<file path="config.mk">
export PLATFORM = sky130hd
export DESIGN_NAME = cpu_state_dumper
export DESIGN_NICKNAME = d
export VERILOG_FILES = /design/src/rtl/cpu_dbg_pkg.sv /design/src/rtl/dump_trigger.sv /design/src/rtl/cpu_state_dumper.sv
export SDC_FILE = /design/constraint.sdc
export NUM_CORES = 1
export LEC_CHECK = 0
export ABC_CLOCK_PERIOD_IN_PS = 3600
export BUFFER_PORTS_ARGS = -buffer_cell sky130_fd_sc_hd__buf_2
export CORE_MARGIN = 4
export CORE_UTILIZATION = 60
export DETAILED_ROUTE_END_ITERATION = 7
export PLACE_DENSITY = 0.85
export SLEW_MARGIN = 10
export SYNTH_ARGS = -nofsm -noshare
export SYNTH_HDL_FRONTEND = slang
export SYNTH_HIERARCHICAL = 1
export SYNTH_SLANG_ARGS = --single-unit
export TNS_END_PERCENT = 100
</file>
<file path="constraint.sdc">
create_clock -name clk_i -period 3.6 [get_ports clk_i]
set_input_delay 0.18 -clock clk_i [delete_from_list [all_inputs] [get_ports clk_i]]
set_output_delay 0.18 -clock clk_i [all_outputs]
set_load 0.005 [all_outputs]
</file>
<file path="src/rtl/cpu_dbg_pkg.sv">
// cpu_dbg_pkg: dumper state enum, stream kind codes, counter width and index-width helper
package cpu_dbg_pkg;
  typedef enum logic [2:0] {RUN, HDR, REGS, MEMS, HALT} dump_state_e;
  localparam logic [1:0] DUMP_KIND_HDR = 2'd0;
  localparam logic [1:0] DUMP_KIND_REG = 2'd1;
  localparam logic [1:0] DUMP_KIND_MEM = 2'd2;
  localparam int CNT_W = 32;
  function automatic int idx_w(input int n);
    return (n > 1) ? $clog2(n) : 1;
  endfunction
endpackage

</file>
<file path="src/rtl/dump_trigger.sv">
// dump_trigger: run/period counters, pending request, final detect (in: clk_i rst_i trig_i run_i; out: start_o final_o run_cnt_o)
module dump_trigger
  import cpu_dbg_pkg::*;
#(
  parameter int PERIOD = 1,
  parameter int MAX_CYCLES = 20
)(
  input  logic             clk_i,
  input  logic             rst_i,
  input  logic             trig_i,
  input  logic             run_i,
  output logic             start_o,
  output logic             final_o,
  output logic [CNT_W-1:0] run_cnt_o
);
  logic [CNT_W-1:0] per_cnt;
  logic pend, per_hit, fin_hit;
  always_comb begin
    per_hit = (PERIOD != 0) && (per_cnt == CNT_W'(PERIOD - 1));
    fin_hit = (MAX_CYCLES != 0) && (run_cnt_o == CNT_W'(MAX_CYCLES - 1));
    start_o = run_i && (trig_i || pend || per_hit || fin_hit);
    final_o = run_i && fin_hit;
  end
  always_ff @(posedge clk_i) begin
    if (rst_i) begin
      run_cnt_o <= '0;
      per_cnt <= '0;
      pend <= 1'b0;
    end else begin
      run_cnt_o <= run_i ? run_cnt_o + CNT_W'(1) : run_cnt_o;
      per_cnt <= start_o ? '0 : run_i ? per_cnt + CNT_W'(1) : per_cnt;
      pend <= start_o ? 1'b0 : (trig_i && !run_i) ? 1'b1 : pend;
    end
  end
endmodule

</file>
<file path="src/rtl/cpu_state_dumper.sv">
// cpu_state_dumper: freezes the core and streams header, register file and memory words over valid/ready
module cpu_state_dumper
  import cpu_dbg_pkg::*;
#(
  parameter int DATA_W = 32,
  parameter int NUM_REGS = 32,
  parameter int MEM_WORDS = 32,
  parameter int MEM_W = 8,
  parameter int PERIOD = 1,
  parameter int MAX_CYCLES = 20,
  localparam int RAW = idx_w(NUM_REGS),
  localparam int MAW = idx_w(MEM_WORDS),
  localparam int IW = (RAW > MAW) ? RAW : MAW
)(
  input  logic              clk_i,
  input  logic              rst_i,
  input  logic              trig_i,
  output logic              hold_o,
  output logic [RAW-1:0]    reg_addr_o,
  input  logic [DATA_W-1:0] reg_data_i,
  output logic [MAW-1:0]    mem_addr_o,
  input  logic [MEM_W-1:0]  mem_data_i,
  output logic              dump_valid_o,
  input  logic              dump_ready_i,
  output logic [1:0]        dump_kind_o,
  output logic [IW-1:0]     dump_idx_o,
  output logic [DATA_W-1:0] dump_data_o,
  output logic              done_o
);
  dump_state_e state_q, state_n;
  logic [IW-1:0] idx_q, idx_n;
  logic [CNT_W-1:0] run_cnt, hdr_q, hdr_n;
  logic fin_q, fin_n, start, final_req, beat, reg_last, mem_last;
  logic hold_n, valid_n, done_n;
  logic [1:0] kind_n;
  dump_trigger #(.PERIOD(PERIOD), .MAX_CYCLES(MAX_CYCLES)) u_trig (
    .clk_i(clk_i),
    .rst_i(rst_i),
    .trig_i(trig_i),
    .run_i(state_q == RUN),
    .start_o(start),
    .final_o(final_req),
    .run_cnt_o(run_cnt)
  );
  always_comb begin
    beat = dump_valid_o && dump_ready_i;
    reg_last = idx_q == IW'(NUM_REGS - 1);
    mem_last = idx_q == IW'(MEM_WORDS - 1);
    state_n = state_q;
    idx_n = idx_q;
    fin_n = fin_q;
    hdr_n = hdr_q;
    unique case (state_q)
      RUN: if (start) begin
        state_n = HDR;
        idx_n = '0;
        fin_n = final_req;
        hdr_n = run_cnt;
      end
      HDR: if (beat) state_n = REGS;
      REGS: if (beat) begin
        state_n = reg_last ? MEMS : REGS;
        idx_n = reg_last ? '0 : idx_q + IW'(1);
      end
      MEMS: if (beat) begin
        state_n = mem_last ? (fin_q ? HALT : RUN) : MEMS;
        idx_n = mem_last ? '0 : idx_q + IW'(1);
      end
      default: ;
    endcase
    hold_n = state_n != RUN;
    valid_n = state_n inside {HDR, REGS, MEMS};
    done_n = state_n == HALT;
    kind_n = (state_n == REGS) ? DUMP_KIND_REG : (state_n == MEMS) ? DUMP_KIND_MEM : DUMP_KIND_HDR;
  end
  always_ff @(posedge clk_i) begin
    if (rst_i) begin
      state_q <= RUN;
      idx_q <= '0;
      fin_q <= 1'b0;
      hdr_q <= '0;
      hold_o <= 1'b0;
      dump_valid_o <= 1'b0;
      done_o <= 1'b0;
      dump_kind_o <= DUMP_KIND_HDR;
    end else begin
      state_q <= state_n;
      idx_q <= idx_n;
      fin_q <= fin_n;
      hdr_q <= hdr_n;
      hold_o <= hold_n;
      dump_valid_o <= valid_n;
      done_o <= done_n;
      dump_kind_o <= kind_n;
    end
  end
  assign dump_idx_o = idx_q;
  assign reg_addr_o = (state_q == REGS) ? idx_q[RAW-1:0] : '0;
  assign mem_addr_o = (state_q == MEMS) ? idx_q[MAW-1:0] : '0;
  assign dump_data_o = (state_q == HDR) ? DATA_W'(hdr_q) :
                       (state_q == REGS) ? reg_data_i :
                       (state_q == MEMS) ? DATA_W'(mem_data_i) : '0;
endmodule
</file>
==> flow_metrics.tcl, run 1 <==
set metrics [dict create \
    drcViolationCount 0 \
    cp-start-kind "flop" \
    status "complete, no violations" \
    drt_pass1_iterations 6 \
    slowest_stage "nor3b_2" \
    avgViaCountPerCell 5.85 \
    cts_hold_buf 0 \
    synth-warning-count 6 \
    r2r_start "u_trig/run_cnt_o[0]" \
    avgSynthCellArea_um2 8.47 \
    fin_tns_setup_ns 0 \
    synthTopCellsByCount "111 x dfxtp_1, 92 x nand2_1, 81 x nor2_1" \
    fin_crit_ns 2.78 \
    drtIter0Drc 322 \
    cp_top_family "simple AND/OR/NAND/NOR gates" \
    clockBufferDepth 2 \
    tritoncts "done" \
    die_x_um 103 \
    initial_utilization_pct 62.1 \
    vias 4841 \
    p_per_area_nw_per_um2 483 \
    end_kind "output pin" \
    crit_type "reg -> out" \
    async_flop_share_pct 0 \
    slew_headroom_pct 31.1 \
    synth_area_leaders "dfxtp_1 41%, nand2_1 6.3%, xnor2_1 5.8%, nor2_1 5.6%, a22o_1 3.9%" \
    place.gp.congestion 0.862 \
    track_usage_pct 23.3 \
    clock_latency_ns 0.37 \
    syn-num-nets 692 \
    diodes 0 \
    post-route-util_pct 70.0 \
    min_path_type "in -> reg" \
    hold_viol 0 \
    synth_edf_count 0 \
    tightestPinTransition_ns 1.03 \
    arrival_ns 2.60 \
    path_clk_slew_ns 0.10 \
    layout-drive-gt1-share_pct 20.7 \
    cpPeakStageDelay_ns 0.85 \
    dpl.hpwl_um 8790 \
    area_growth_pct 12.7 \
    reg2reg_to "hdr_q[31]" \
    min_period_over_period_pct 77.4 \
    synthesis.area_um2 5450 \
    grt_overflow 0 \
    grt_max_degree 78 \
    final_antenna_net_count 0 \
    max_freq_mhz 359 \
    grt_first_pass_wirelength_um 20300 \
    cts_root_buf "clkbuf_8" \
    crit_fanout 18 \
    hold_ws_ns 0.0879 \
    path_cells "nor3b_2, buf_4, a22o_1, buf_2" \
    core_area_um2 8760 \
    synth_most_common_cell "dfxtp_1" \
    crit_required_ns 3.42 \
    numCtsBuffers 9 \
    cp_num_buf_inv 2 \
    synth_seq_cells 111 \
    wl_per_cell_um 15.0 \
    peakVddDrop_mv 0.437 \
    post_cts_buffers 0 \
    die_h_um 103 \
    setup_viol 0 \
    netlist_instances 643 \
    synth-main-ff-cell "dfxtp_1" \
    portBuffers 95 \
    cts_sinks 111 \
    pin_count 96 \
    maxSlewViolCount 0 \
    max_cap_violations 0 \
    dieArea_um2 10700 \
    fin_skew_ns 0.0101 \
    p_leak_nw 2.35 \
    num-nets-final 764 \
    critPathCapture "dump_data_o[30]" \
    synth_top_area_share_pct 40.8 \
    yosys.area.top_type "dfxtp_1" \
    r2r_slack_ns 0.87 \
    cts_resized 0 \
    grt_pass1_vias 4434 \
    crit_start "state_q[1]" \
    wirelength_um 12400 \
    grt_setup_unrepaired "no" \
    fp-row-count 34 \
    crit_cells 4 \
    ys_types 53 \
    r2r_cells 8 \
    antenna_found_initial 0 \
    htree_levels 3 \
    ys_seq_area_share_pct 40.8 \
    fillers 692 \
]
-- worst min-delay path: cells and delay by family --
family	cells	cell delay, ns
AND/OR/NAND/NOR	2	0.15
buffers and inverters	1	0.08
-- cells in the final DEF, fill, tap and decap left out, types with 9 or more instances in the layout --
cell type,n
nor3_1,21
nor2_1,81
nand4_1,20
clkbuf_8,11
xor2_1,23
a22o_1,24
nand2_1,92
xnor2_1,36
nor4_1,18
and3_1,12
buf_2,95
dfxtp_1,111
nand3_1,23
a22oi_1,9
a21oi_1,38
and4_1,9
-- kinds of logic after synthesis --
family | Yosys count | share of synthesized area, %
simple gates | 321 | 30.9
compound gates | 88 | 11.0
buf+inv | 47 | 4.23
flops | 111 | 40.8
xor+xnor | 59 | 9.49
fa+ha+maj | 5 | 1.15
mux | 12 | 2.39
-- area by class of cell --
class	instances	area, um^2	area share (%)
Multi-Input combinational cell	485	3000	48.8
Sequential cell	111	2220	36.2
Timing Repair Buffer	102	528	8.60
Clock buffer	11	151	2.47
Tap cell	108	135	2.20
Clock inverter	5	80.1	1.30
Inverter	6	22.5	0.367
-- registers in the layout (all words and copies together), names as in the netlist --
signal,count
u_trig/pend,1
hdr_q,32
u_trig/per_cnt,32
dump_kind_o,2
hold_o,1
state_q,3
fin_q,1
u_trig/run_cnt_o,32
done_o,1
dump_valid_o,1
dump_idx_o,5
-- per-stage QoR --
step / setup slack [ns] / power (mW) / area [um^2] / std cells
final: 0.815 / 2.96 / 6140 / 828
after global placement: 1.03 / 2.13 / 5910 / 812
after floorplan: 1.49 / 2.00 / 5450 / 643
after detailed placement: 0.898 / 2.16 / 5910 / 812
after global routing: 0.640 / 3.12 / 6140 / 828
after CTS: 0.831 / 2.98 / 6140 / 828
-- how the worst min path moves through the flow --
stage | slack (ns) | end | startpoint | cells past startpoint
floorplan | 0.36 | u_trig/pend | trig_i | 2
global placement | 0.45 | hdr_q[19] | hdr_q[19] | 2
detailed placement | 0.45 | hdr_q[8] | hdr_q[8] | 2
CTS | 0.08 | u_trig/pend | trig_i | 3
global route | 0.09 | u_trig/pend | trig_i | 3
finish | 0.09 | u_trig/pend | trig_i | 3
-- power breakdown --
part	total (mW)	internal (mW)	switching, mW
Clock	0.825	0.429	0.396
Sequential	1.33	1.28	0.0572
Combinational	0.807	0.264	0.544
-- routing by layer --
metal / vias up / share of wire [%] / GRT usage [%]
met1: 2250 / 43 / 30.6
met2: 176 / 49 / 39.4
met3: 20 / 7.0 / 3.82
met5: - / 0 / 0
li1: 2395 / - / -
met4: 0 / 1.2 / 7.77
Note: power is estimated with default switching activity, not from simulation.
==> inputs of run 2 (changes only) <==
Settings changed: ABC_AREA set to 1, ABC_CLOCK_PERIOD_IN_PS 3600 to 2450, CORE_UTILIZATION 60 to 52, PLACE_DENSITY 0.85 to 0.77.
Clock period 3.6 ns to 2.45 ns, I/O delays scaled along.
==> flow_metrics.tcl, run 2 <==
set metrics [dict create \
    status "complete, no violations" \
    cts_sinks 111 \
    synth_seq_cells 111 \
    grt_max_degree 55 \
    swShare_pct 37.0 \
    die_x_um 117 \
    peakVddDrop_mv 0.660 \
    reg2reg_to "hdr_q[19]" \
    antenna_found_initial 0 \
    setup_slack_ns 0.305 \
    arrival_ns 2.38 \
    vias 5851 \
    die_h_um 117 \
    worstHoldStart "trig_i" \
    synthTopCellsByCount "199 x nand2_1, 125 x inv_1, 122 x nor2_1" \
    drcViolationCount 0 \
    placed_cells 1144 \
    cp-start-kind "flop" \
    clockBufferDepth 2 \
    cts_hold_buf 0 \
    yosys.area.top_type "dfxtp_1" \
    r2r_start "u_trig/run_cnt_o[0]" \
    drtIter0Drc 566 \
    end_kind "flop" \
    synth-warning-count 6 \
    ys_types 36 \
    p_leak_nw 3.05 \
    critPathCapture "hdr_q[19]" \
    p_per_area_nw_per_um2 761 \
    pre_cts_slack_ns 0.318 \
    tightestPinTransition_ns 0.762 \
    cts_root_buf "clkbuf_16" \
    wirelength_um 14800 \
    layout-drive-gt1-share_pct 19.6 \
    synth_area_leaders "dfxtp_1 36%, nand2_1 12%, inv_1 7.6%, nor2_1 7.4%, o21ai_0 5.1%" \
    avgViaCountPerCell 5.04 \
    r2r_cells 13 \
    dpl.hpwl_um 11200 \
    synth_edf_count 0 \
    track_usage_pct 21.5 \
    grt_first_pass_wirelength_um 23800 \
    crit_type "reg -> reg" \
    final_common_cell "nand2_1" \
    fp-row-count 39 \
    grt_overflow 0 \
    maxSlewViolCount 0 \
    dieArea_um2 13700 \
    wl_per_cell_um 12.8 \
    ys_seq_area_share_pct 35.8 \
    crit_start "u_trig/run_cnt_o[0]" \
    initial_utilization_pct 53.6 \
    diodes 0 \
    slew_headroom_pct 49.1 \
    mostFrequentLayoutCells "199 x nand2_1, 125 x inv_1, 122 x nor2_1" \
    synth_most_common_cell "nand2_1" \
    area_growth_pct 14.2 \
    synth-main-ff-cell "dfxtp_1" \
    numCtsBuffers 9 \
    fin_skew_ns 0.00871 \
    pwr-share-clk_pct 27.2 \
    clock_latency_ns 0.35 \
    netSwitchingPower_mw 1.99 \
    setup_viol 0 \
    final_antenna_net_count 0 \
    max_cap_violations 0 \
    syn-num-nets 969 \
    post_cts_buffers 0 \
    grt_pass1_vias 5165 \
    place.gp.congestion 0.901 \
    max_freq_mhz 466 \
    netlist_instances 920 \
    final-instance-count-excl-fill 1160 \
    path_clk_slew_ns 0.08 \
    synth_top_area_share_pct 35.8 \
    num-nets-final 1061 \
    crit_fanout 54 \
    cts_resized 0 \
    pwr-share-seq_pct 41.7 \
    grt_setup_unrepaired "no" \
    hold_viol 0 \
    tritoncts "done" \
    fin_tns_setup_ns 0 \
    r2r_slack_ns 0.31 \
    avgSynthCellArea_um2 6.74 \
    min_period_over_period_pct 87.5 \
    portBuffers 95 \
    pin_count 96 \
    min_path_type "in -> reg" \
    fin_crit_ns 2.14 \
    fillers 1094 \
    core_area_um2 11600 \
    async_flop_share_pct 0 \
    share_comb_of_total_power_pct 31.1 \
    p_int_mw 3.40 \
    drt_pass1_iterations 5 \
    htree_levels 3 \
    reg_top3 "hdr_q x32, u_trig/per_cnt x32, u_trig/run_cnt_o x32" \
    crit_required_ns 2.68 \
    synthesis.area_um2 6200 \
]
## run 2: cell types whose count changed in the layout (fill, tap and decap cells not counted), sizes merged, moves of 19 or more
cell / previous run / this run
nand3: 25 / 60
nor2: 82 / 156
a22o: 24 / 0
nand2: 92 / 216
xnor2: 36 / 1
a21oi: 38 / 57
inv: 6 / 141
o21ai: 6 / 65
nor4: 27 / 0
## run 2: cells by family (layout without fill, tap and decap cells)
logic type / after synthesis / after routing / share of synthesized area (%)
AO/OA/AOI/OAI: 129 / 129 / 10.9
XOR/XNOR: 27 / 27 / 3.81
adder cells (fa/ha/maj): 5 / 5 / 1.01
buffers and inverters: 162 / 259 / 11.0
flip-flops: 111 / 111 / 35.8
AND/OR/NAND/NOR: 486 / 486 / 37.4
## run 2: stage by stage
step	hold slack [ns]	utilization, %	power (mW)	cell area, um^2
floorplan	0.277	-	3.56	6200
CTS	0.0461	61.2	5.44	7080
finish	0.0514	61.2	5.39	7080
global placement	0.397	58.7	3.93	6790
detailed placement	0.414	58.7	3.97	6790
global route	0.0814	61.2	5.78	7080
## run 2: power by group through the flow
stage	Clock [mW]	Sequential [mW]	Combinational, mW
CTS	1.50	2.25	1.69
detailed placement	0	2.29	1.68
global placement	0	2.28	1.65
floorplan	0	2.24	1.32
finish	1.47	2.25	1.68
global route	1.58	2.28	1.92
## run 2: routing by layer
layer / vias up / part of all wire [%] / track usage (%)
met3: 20 / 6.4 / 3.65
met1: 2551 / 48 / 29.5
met2: 184 / 44 / 35.0
met5: - / 0 / 0
met4: 0 / 1.7 / 5.89
li1: 3096 / - / -
## run 2: cell type report
type	instances	area (um^2)	share of cell area, %
timing repair buffer	107	578	8.16
inverter	136	513	7.24
clock inverter	7	71.3	1.01
sequential	111	2220	31.4
multi-input combinational	647	3290	46.5
tap	143	179	2.53
clock buffer	9	225	3.18
## run 2: how the worst min path moves through the flow
stage / to / cells past startpoint
finish: u_trig/pend / 3
global route: u_trig/pend / 3
CTS: u_trig/pend / 3
detailed placement: u_trig/pend / 3
global placement: u_trig/pend / 3
floorplan: u_trig/run_cnt_o[18] / 2
## run 2: critical path: stages, from the launching register on
cell,delay [ns]
dfxtp_1,0.39
ha_1,0.22
inv_2,0.04
nor3_1,0.13
nand2_1,0.07
nor2_1,0.10
nand2_1,0.09
nand3_2,0.07
nand2_2,0.06
inv_1,0.12
nand3b_4,0.13
buf_4,0.29
o21ai_0,0.24
a21oi_1,0.06
==> inputs of run 3 (changes only) <==
Settings changed: ABC_CLOCK_PERIOD_IN_PS 2450 to 2100, CORE_UTILIZATION 52 to 40, PLACE_DENSITY 0.77 to not set.
Clock period 2.45 ns to 2.1 ns, I/O delays scaled along.
==> flow_metrics.tcl, run 3 (same netlist as run 2, synthesis figures left out) <==
set metrics [dict create \
    fp-row-count 45 \
    final_antenna_net_count 0 \
    grt_first_pass_wirelength_um 25900 \
    cts_sinks 111 \
    drtIter0Drc 347 \
    drcViolationCount 0 \
    htree_levels 3 \
    grt_overflow 0 \
    min_path_type "in -> reg" \
    r2r_start "u_trig/run_cnt_o[0]" \
    initial_utilization_pct 40.8 \
    cts_root_buf "clkbuf_16" \
    p_per_area_nw_per_um2 938 \
    antenna_found_initial 0 \
    place.gp.congestion 0.859 \
    slew_headroom_pct 70.9 \
    grt_pass1_vias 5443 \
    area_growth_pct 20.9 \
    fillers 1542 \
    clock_latency_ns 0.36 \
    tightestPinTransition_ns 0.437 \
    die_x_um 132 \
    pin_count 96 \
    hold_viol 0 \
    r2r_slack_ns 0.14 \
    mostFrequentLayoutCells "198 x nand2_1, 124 x inv_1, 122 x nor2_1" \
    max_freq_mhz 509 \
    layout-drive-gt1-share_pct 22.5 \
    reg2reg_to "hdr_q[29]" \
    hold_ws_ns 0.0212 \
    avgViaCountPerCell 4.82 \
    crit_fanout 28 \
    maxSlewViolCount 0 \
    num-nets-final 1093 \
    fin_crit_ns 1.96 \
    stdcell_area_um2 7500 \
    placed_area_um2 7050 \
    cts_hold_buf 0 \
    wirelength_um 15800 \
    peakVddDrop_mv 0.549 \
    crit_type "reg -> reg" \
    track_usage_pct 17.6 \
    status "complete, no violations" \
    multiInputGateArea_um2 3310 \
    end_kind "flop" \
    drt_pass1_iterations 5 \
    dpl.hpwl_um 11800 \
    setup_viol 0 \
    fin_total_pwr_mw 7.03 \
    final_common_cell "nand2_1" \
    path_clk_slew_ns 0.08 \
    portBuffers 95 \
    reg_top3 "hdr_q x32, u_trig/per_cnt x32, u_trig/run_cnt_o x32" \
    crit_required_ns 2.38 \
    crit_start "u_trig/run_cnt_o[0]" \
    die_h_um 132 \
    critPathCapture "hdr_q[29]" \
    p_leak_nw 3.26 \
    diodes 0 \
    arrival_ns 2.25 \
    core_area_um2 15200 \
    dieArea_um2 17600 \
    wl_per_cell_um 12.8 \
    numCtsBuffers 9 \
    vias 5964 \
    max_cap_violations 0 \
    setup_slack_ns 0.135 \
    cp-start-kind "flop" \
    min_period_over_period_pct 93.6 \
    grt_max_degree 57 \
    pre_cts_slack_ns 0.120 \
    clockBufferDepth 2 \
    fin_skew_ns 0.00919 \
    tritoncts "done" \
    regArea_um2 2220 \
    r2r_cells 13 \
]
[run 3: cell count changes in the layout (fill, tap and decap cells not counted), moves of 3 or more]
cell / change
o21ai_1: +14
inv_8: -3
o21ai_0: -14
clkbuf_16: +3
buf_4: +25
[run 3: timing repair]
item | CTS | global route
setup buffers | 0 | 3
gates resized for setup | 0 | 23
setup endpoints to repair | 0 | 31
[run 3: final cells by class]
type | instances | share of cell area (%)
inverters | 136 | 6.84
clock buffers | 9 | 3.00
multi-input cells | 647 | 44.2
well taps | 188 | 3.14
flip-flops and latches | 111 | 29.7
repair buffers | 139 | 12.0
clock inverters | 7 | 1.12
[run 3: through the flow]
step           instances  utilization (%)  TNS, ns
5_1_grt             1237             49.3   -0.397
4_1_cts             1230             48.4        0
3_5_place_dp        1214             46.4        0
3_3_place_gp        1214             46.4        0
6_report            1237             49.3        0
2_1_floorplan        920                -        0
[run 3: how the worst min path moves through the flow]
stage	end	from	cells after the start	slack, ns
6_report	u_trig/pend	trig_i	3	0.02
3_5_place_dp	u_trig/pend	trig_i	3	0.40
4_1_cts	u_trig/pend	trig_i	3	0.02
3_3_place_gp	u_trig/pend	trig_i	3	0.38
5_1_grt	u_trig/pend	trig_i	3	0.06
2_1_floorplan	u_trig/run_cnt_o[18]	rst_i	2	0.26
[run 3: critical path, stage by stage (launching register included)]
cell and delay [ns]:
dfxtp_1 0.33, ha_1 0.21, inv_2 0.05, nor3_1 0.12, nand2_1 0.07, nor2_1 0.10
nand2_1 0.10, nand3_2 0.07, nand2_2 0.07, inv_2 0.09, nand3b_4 0.09, buf_4 0.17
clkbuf_16 0.19, a21oi_1 0.21
[run 3: metal layers]
metal	global-route usage (%)	part of all wire (%)	vias to the layer above	wire length, um
li1	-	-	3148	-
met1	25.0	49	2648	7760
met2	26.8	43	150	6820
met3	3.65	6.2	18	981
met4	5.48	1.8	0	280
met5	0	0	-	0
[run 3: report_power, final]
part | total [mW] | leakage [nW] | switching (mW) | internal, mW
combinational | 2.64 | 2.21 | 1.54 | 1.10
sequential | 2.59 | 0.902 | 0.134 | 2.46
clock | 1.81 | 0.149 | 0.858 | 0.950
